$ cat src/rtl/rv_pkg.sv
// Shared RV32 front-end definitions: datapath width, reset constants,
// base opcodes and the fetch-stage state encoding.
package rv_pkg;

    localparam int XLEN = 32;
    localparam logic [XLEN-1:0] RESET_PC  = 32'h0000_0000;
    localparam logic [XLEN-1:0] NOP_INSTR = 32'h0000_0013;

    localparam logic [6:0] OP_LW     = 7'b0000011;
    localparam logic [6:0] OP_ITYPE  = 7'b0010011;
    localparam logic [6:0] OP_RTYPE  = 7'b0110011;
    localparam logic [6:0] OP_STYPE  = 7'b0100011;
    localparam logic [6:0] OP_BRANCH = 7'b1100011;
    localparam logic [6:0] OP_JAL    = 7'b1101111;

    typedef enum logic [1:0] {
        S_REQ  = 2'd0,
        S_WAIT = 2'd1,
        S_DROP = 2'd2
    } fetch_state_e;

endpackage

$ cat src/rtl/fetch_skid_buf.sv
// One-entry {pc, instr} holding buffer for a fetch response that arrives
// while decode is stalled. Flush beats load, load beats drain.
module fetch_skid_buf #(
    parameter int XLEN = 32
) (
    input  logic            clk,
    input  logic            rst,
    input  logic            load,
    input  logic            drain,
    input  logic            flush,
    input  logic [XLEN-1:0] load_pc,
    input  logic [XLEN-1:0] load_instr,
    output logic            valid,
    output logic [XLEN-1:0] pc,
    output logic [XLEN-1:0] instr
);

    logic            valid_q, valid_d;
    logic [XLEN-1:0] pc_q, pc_d;
    logic [XLEN-1:0] instr_q, instr_d;

    always_comb begin
        valid_d = valid_q;
        pc_d    = pc_q;
        instr_d = instr_q;
        if (flush) begin
            valid_d = 1'b0;
        end else if (load) begin
            valid_d = 1'b1;
            pc_d    = load_pc;
            instr_d = load_instr;
        end else if (drain) begin
            valid_d = 1'b0;
        end
    end

    always_ff @(posedge clk) begin
        if (rst) begin
            valid_q <= 1'b0;
            pc_q    <= '0;
            instr_q <= '0;
        end else begin
            valid_q <= valid_d;
            pc_q    <= pc_d;
            instr_q <= instr_d;
        end
    end

    assign valid = valid_q;
    assign pc    = pc_q;
    assign instr = instr_q;

endmodule

$ cat src/rtl/if_fetch_stage.sv
// Instruction fetch with one outstanding memory request, a skid entry for
// responses that land during a decode stall, and the IF/ID register.
module if_fetch_stage
    import rv_pkg::*;
#(
    parameter int              XLEN      = rv_pkg::XLEN,
    parameter logic [XLEN-1:0] RESET_PC  = rv_pkg::RESET_PC,
    parameter logic [XLEN-1:0] NOP_INSTR = rv_pkg::NOP_INSTR
) (
    input  logic            clk,
    input  logic            rst,
    output logic            imem_req,
    output logic [XLEN-1:0] imem_addr,
    input  logic            imem_rvalid,
    input  logic [XLEN-1:0] imem_rdata,
    input  logic            id_stall,
    input  logic            redirect_valid,
    input  logic [XLEN-1:0] redirect_pc,
    output logic            id_valid,
    output logic [XLEN-1:0] id_pc,
    output logic [XLEN-1:0] id_instr,
    output logic [6:0]      id_opcode
);

    fetch_state_e    state_q, state_d;
    logic [XLEN-1:0] pc_q, pc_d;
    logic [XLEN-1:0] fetch_pc_q, fetch_pc_d;
    logic            id_valid_q, id_valid_d;
    logic [XLEN-1:0] id_pc_q, id_pc_d;
    logic [XLEN-1:0] id_instr_q, id_instr_d;

    logic            skid_valid;
    logic [XLEN-1:0] skid_pc;
    logic [XLEN-1:0] skid_instr;
    logic            skid_load;
    logic            skid_drain;

    logic id_free;
    logic rsp_live;
    logic rsp_to_id;
    logic issue;

    // A live response is one for the request in flight that a redirect is not killing.
    assign id_free    = !id_valid_q || !id_stall;
    assign rsp_live   = (state_q == S_WAIT) && imem_rvalid && !redirect_valid;
    assign rsp_to_id  = rsp_live && id_free && !skid_valid;
    assign issue      = !rst && !skid_valid && !redirect_valid &&
                        ((state_q == S_REQ) || rsp_to_id);
    assign skid_load  = rsp_live && !rsp_to_id;
    assign skid_drain = id_free && skid_valid && !redirect_valid;

    assign imem_req  = issue;
    assign imem_addr = pc_q;

    fetch_skid_buf #(
        .XLEN(XLEN)
    ) u_skid (
        .clk       (clk),
        .rst       (rst),
        .load      (skid_load),
        .drain     (skid_drain),
        .flush     (redirect_valid),
        .load_pc   (fetch_pc_q),
        .load_instr(imem_rdata),
        .valid     (skid_valid),
        .pc        (skid_pc),
        .instr     (skid_instr)
    );

    always_comb begin
        state_d    = state_q;
        pc_d       = pc_q;
        fetch_pc_d = fetch_pc_q;
        if (redirect_valid) begin
            pc_d = redirect_pc & ~(XLEN'(3));
            // A response arriving with the redirect retires the in-flight request.
            case (state_q)
                S_WAIT:  state_d = imem_rvalid ? S_REQ : S_DROP;
                S_DROP:  state_d = imem_rvalid ? S_REQ : S_DROP;
                default: state_d = S_REQ;
            endcase
        end else begin
            if ((state_q == S_DROP) && imem_rvalid) begin
                state_d = S_REQ;
            end
            if (skid_load) begin
                state_d = S_REQ;
            end
            if (issue) begin
                fetch_pc_d = pc_q;
                pc_d       = pc_q + XLEN'(4);
                state_d    = S_WAIT;
            end
        end
    end

    always_comb begin
        id_valid_d = id_valid_q;
        id_pc_d    = id_pc_q;
        id_instr_d = id_instr_q;
        if (redirect_valid) begin
            id_valid_d = 1'b0;
            id_instr_d = NOP_INSTR;
        end else if (id_free) begin
            if (skid_valid) begin
                id_valid_d = 1'b1;
                id_pc_d    = skid_pc;
                id_instr_d = skid_instr;
            end else if (rsp_to_id) begin
                id_valid_d = 1'b1;
                id_pc_d    = fetch_pc_q;
                id_instr_d = imem_rdata;
            end else begin
                id_valid_d = 1'b0;
                id_instr_d = NOP_INSTR;
            end
        end
    end

    always_ff @(posedge clk) begin
        if (rst) begin
            state_q    <= S_REQ;
            pc_q       <= RESET_PC;
            fetch_pc_q <= '0;
            id_valid_q <= 1'b0;
            id_pc_q    <= '0;
            id_instr_q <= NOP_INSTR;
        end else begin
            state_q    <= state_d;
            pc_q       <= pc_d;
            fetch_pc_q <= fetch_pc_d;
            id_valid_q <= id_valid_d;
            id_pc_q    <= id_pc_d;
            id_instr_q <= id_instr_d;
        end
    end

    assign id_valid  = id_valid_q;
    assign id_pc     = id_pc_q;
    assign id_instr  = id_instr_q;
    assign id_opcode = id_instr_q[6:0];

endmodule

$ cat config.mk
export PLATFORM = sky130hd
export DESIGN_NAME = if_fetch_stage
export DESIGN_NICKNAME = d
export VERILOG_FILES = /design/src/rtl/rv_pkg.sv /design/src/rtl/fetch_skid_buf.sv /design/src/rtl/if_fetch_stage.sv
export SDC_FILE = /design/constraint.sdc
export NUM_CORES = 1
export LEC_CHECK = 0
export ABC_AREA = 1
export BUFFER_PORTS_ARGS = -buffer_cell sky130_fd_sc_hd__buf_2
export CAP_MARGIN = 15
export CORE_MARGIN = 5
export CORE_UTILIZATION = 40
export CTS_BUF_LIST = sky130_fd_sc_hd__clkbuf_8
export DETAILED_ROUTE_END_ITERATION = 12
export PLACE_DENSITY = 0.67
export SYNTH_ARGS = -nofsm -noshare
export SYNTH_HDL_FRONTEND = slang
export SYNTH_SLANG_ARGS = --single-unit
$ cat constraint.sdc
create_clock -name clk -period 1.7 [get_ports clk]
set_input_delay 0.17 -clock clk [delete_from_list [all_inputs] [get_ports clk]]
set_output_delay 0.17 -clock clk [all_outputs]
set_load 0.02 [all_outputs]
==> impl_metrics.tcl <==
set metrics [dict create \
    drtAntennaViolNets 0 \
    route.detailed.drc 0 \
    grt.overflow.total 0 \
    finalCritPeriodShare 1.08 \
    setup_ws_ps -129 \
    grt_max_degree 130 \
    cp_cell_sequence "inv_2 -> buf_6 -> ha_4 -> inv_2 -> buf_4 -> a21boi_4 -> buf_12 -> buf_8" \
    period_needed_ps 1830 \
    initial_core_util 0.406 \
    layout_common_cells "268 x nand2_1, 183 x dfxtp_1, 166 x buf_2" \
    p_total_uw 8650 \
    final-hold-violation-count 0 \
    hp-class "in -> reg" \
    fp.coreArea_um2 20200 \
    endpoint_kind "output pin" \
    crit_top_cell "inv_2" \
    synth.distinct_cells 33 \
    cts_buffers 17 \
    relSlewSlack 0.626 \
    place_congestion 0.911 \
    status "complete, but fails checks" \
    ys_seq_elements 188 \
    synth_area_per_cell_um2 7.14 \
    layoutNonFillerInstCount 1663 \
    crit_path_max_fanout 2 \
    portBuffers 167 \
    worstMarginPinSlew_ps 561 \
    dp.cells 1562 \
    wl_per_cell_um 15.7 \
    critical_path_class "reg -> out" \
    nFillCells 1913 \
    fin_nets 1452 \
    rsz0062_at_grt "true" \
    syn-cell-area_um2 8220 \
    drive_gt1_frac 0.249 \
    final_common_cell "nand2_1" \
    yosysSeqAreaShare 0.458 \
    crit_family "buffers and inverters" \
    irDropWorstVdd_mv 0.405 \
    drv_cap 0 \
    cts-root-buf "clkbuf_8" \
    drtIter0Drc 574 \
    clockBufferDepth 2 \
    rows 52 \
    antenna_found_initial 0 \
    ys_warn_count 0 \
    hpwl_um 16000 \
    dpl_cell_area_um2 9550 \
    crit_slowest_cell "dfxtp_2" \
    cts.sinks 188 \
    cp_slowest_stage_delay_ps 330 \
    area_delta_synth_final_pct 34.6 \
    slew_viol_final 0 \
    die_h_um 153 \
    grt_usage 0.205 \
    cts_tree "done" \
    grt_pass1_wl_um 40000 \
    start_kind "flop" \
    critical_path_arrival_ps 1660 \
    grt_pass1_vias 7795 \
    p_leak_uw 0.00473 \
    fmax_ghz 0.547 \
    synthCells 1152 \
    wl_um 26100 \
    fin_skew_ps 11.8 \
    crit_buf_inv 6 \
    die_area_um2 23500 \
    cp_data_required_time_ps 1530 \
    clk_pin_slew_ps 90 \
    fin_area_um2 11100 \
    ioPinCount 174 \
    dr.pass1.iters 6 \
    viasPerCell 5.04 \
    finalSetupViolCount 29 \
    pwr_density_cell_nw_per_um2 782 \
    die_w_um 153 \
    worstSkewPairLatency_ps 470 \
    h-tree-depth 4 \
    failed_checks "negative setup slack" \
    vias 8384 \
]
[final cells by class]
type,count,area (µm²),area share
Antenna cell,1,2.50,0.000226
Clock buffer,18,248,0.0224
Clock inverter,14,148,0.0133
Inverter,90,349,0.0316
Multi-Input combinational cell,790,3900,0.352
Sequential cell,188,3770,0.341
Tap cell,270,338,0.0305
Timing Repair Buffer,292,2310,0.209
[worst register-to-register path, stage by stage, from the launching register on]
cell and delay (ps):
dfxtp_2 340, inv_2 60, ha_4 160, nand2_4 60, nor2_4 40, buf_4 130
buf_6 110, o21a_4 160, buf_6 150, buf_6 120, buf_16 130, buf_6 120
a21oi_2 110
[Yosys cell counts]
library cell,number,share of area
clkinv_1,1,0.00046
buf_2,17,0.010
a21boi_4,1,0.0023
nand3_1,72,0.044
inv_1,85,0.039
xnor2_1,5,0.0053
a21oi_2,1,0.0011
nor2_4,1,0.0014
o21ai_1,6,0.0037
nor2_2,5,0.0038
a211oi_2,1,0.0015
nand2_2,4,0.0030
a21boi_1,1,0.00091
ha_1,4,0.0061
buf_1,2,0.00091
o21a_1,1,0.00091
conb_1,1,0.00046
nor2_1,107,0.049
o31ai_1,1,0.00091
dfxtp_1,188,0.46
clkbuf_1,48,0.022
a31oi_1,59,0.045
o221ai_1,3,0.0032
buf_4,14,0.013
o21ai_0,145,0.088
and2_1,2,0.0015
inv_2,4,0.0018
buf_6,6,0.0082
xor2_1,2,0.0021
o21bai_1,6,0.0055
nand3b_1,1,0.00091
nand2_1,272,0.12
a21oi_1,86,0.052
[cell families after synthesis]
logic type                 synth area share
xor gates and xnor gates            0.00746
buffers and inverters                0.0953
AOI/OAI and AO/OA                     0.205
other                              0.000456
adders and majority gates           0.00609
DFF                                   0.458
and+or+nand+nor                       0.228
[worst paths after layout]
| check | cells past startpoint | from | endpoint | slack (ps) |
|---|---|---|---|---|
| setup reg to reg | 12 | state_q[1] | u_skid.pc[3] | -40 |
| hold / removal | 3 | redirect_pc[2] | imem_addr[2] | 20 |
| hold reg to reg | 2 | u_skid.instr[8] | id_instr[8] | 470 |
| setup / recovery | 8 | state_q[1] | imem_req | -130 |
[metal layers]
layer,wire (µm),vias up,GRT usage
li1,-,4243,-
met1,11800,3844,0.275
met2,12400,270,0.340
met3,1530,27,0.0368
met4,397,0,0.0576
met5,0,-,0
[timing repair]
item,4_1_cts,5_1_grt
resized for setup,69,61
cloned,3,12
endpoints found under the setup margin,1,139
hold endpoints to repair,75,0
buffers inserted,5,10
pin swaps,2,21
hold buffers,43,0
[flip-flops by register name, indices dropped and copies added, names as in the netlist]
name,cells
id_pc,30
state_q,2
u_skid.instr,32
id_valid,1
imem_addr,30
u_skid.valid,1
u_skid.pc,30
id_instr,32
fetch_pc_q,30
[where the power goes]
group          internal [µW]  leakage [µW]  switching (µW)  total, µW
Clock                   1350      0.000192            1640       2990
Sequential              4520       0.00153            97.4       4620
Combinational            436       0.00300             602       1040
Total                   6300       0.00473            2340       8650
[per-stage QoR]
| step | hold slack [ps] | TNS [ps] | setup WS, ps | util |
|---|---|---|---|---|
| floorplan | 305 | 0 | 45.5 | - |
| global placement | 410 | 0 | 84.1 | 0.472 |
| detailed placement | 421 | 0 | 52.5 | 0.472 |
| CTS | 0.669 | -7840 | -168 | 0.524 |
| global route | 32.6 | -8320 | -198 | 0.547 |
| finish | 19.8 | -570 | -129 | 0.547 |
Note: power is estimated with default switching activity, not from simulation.
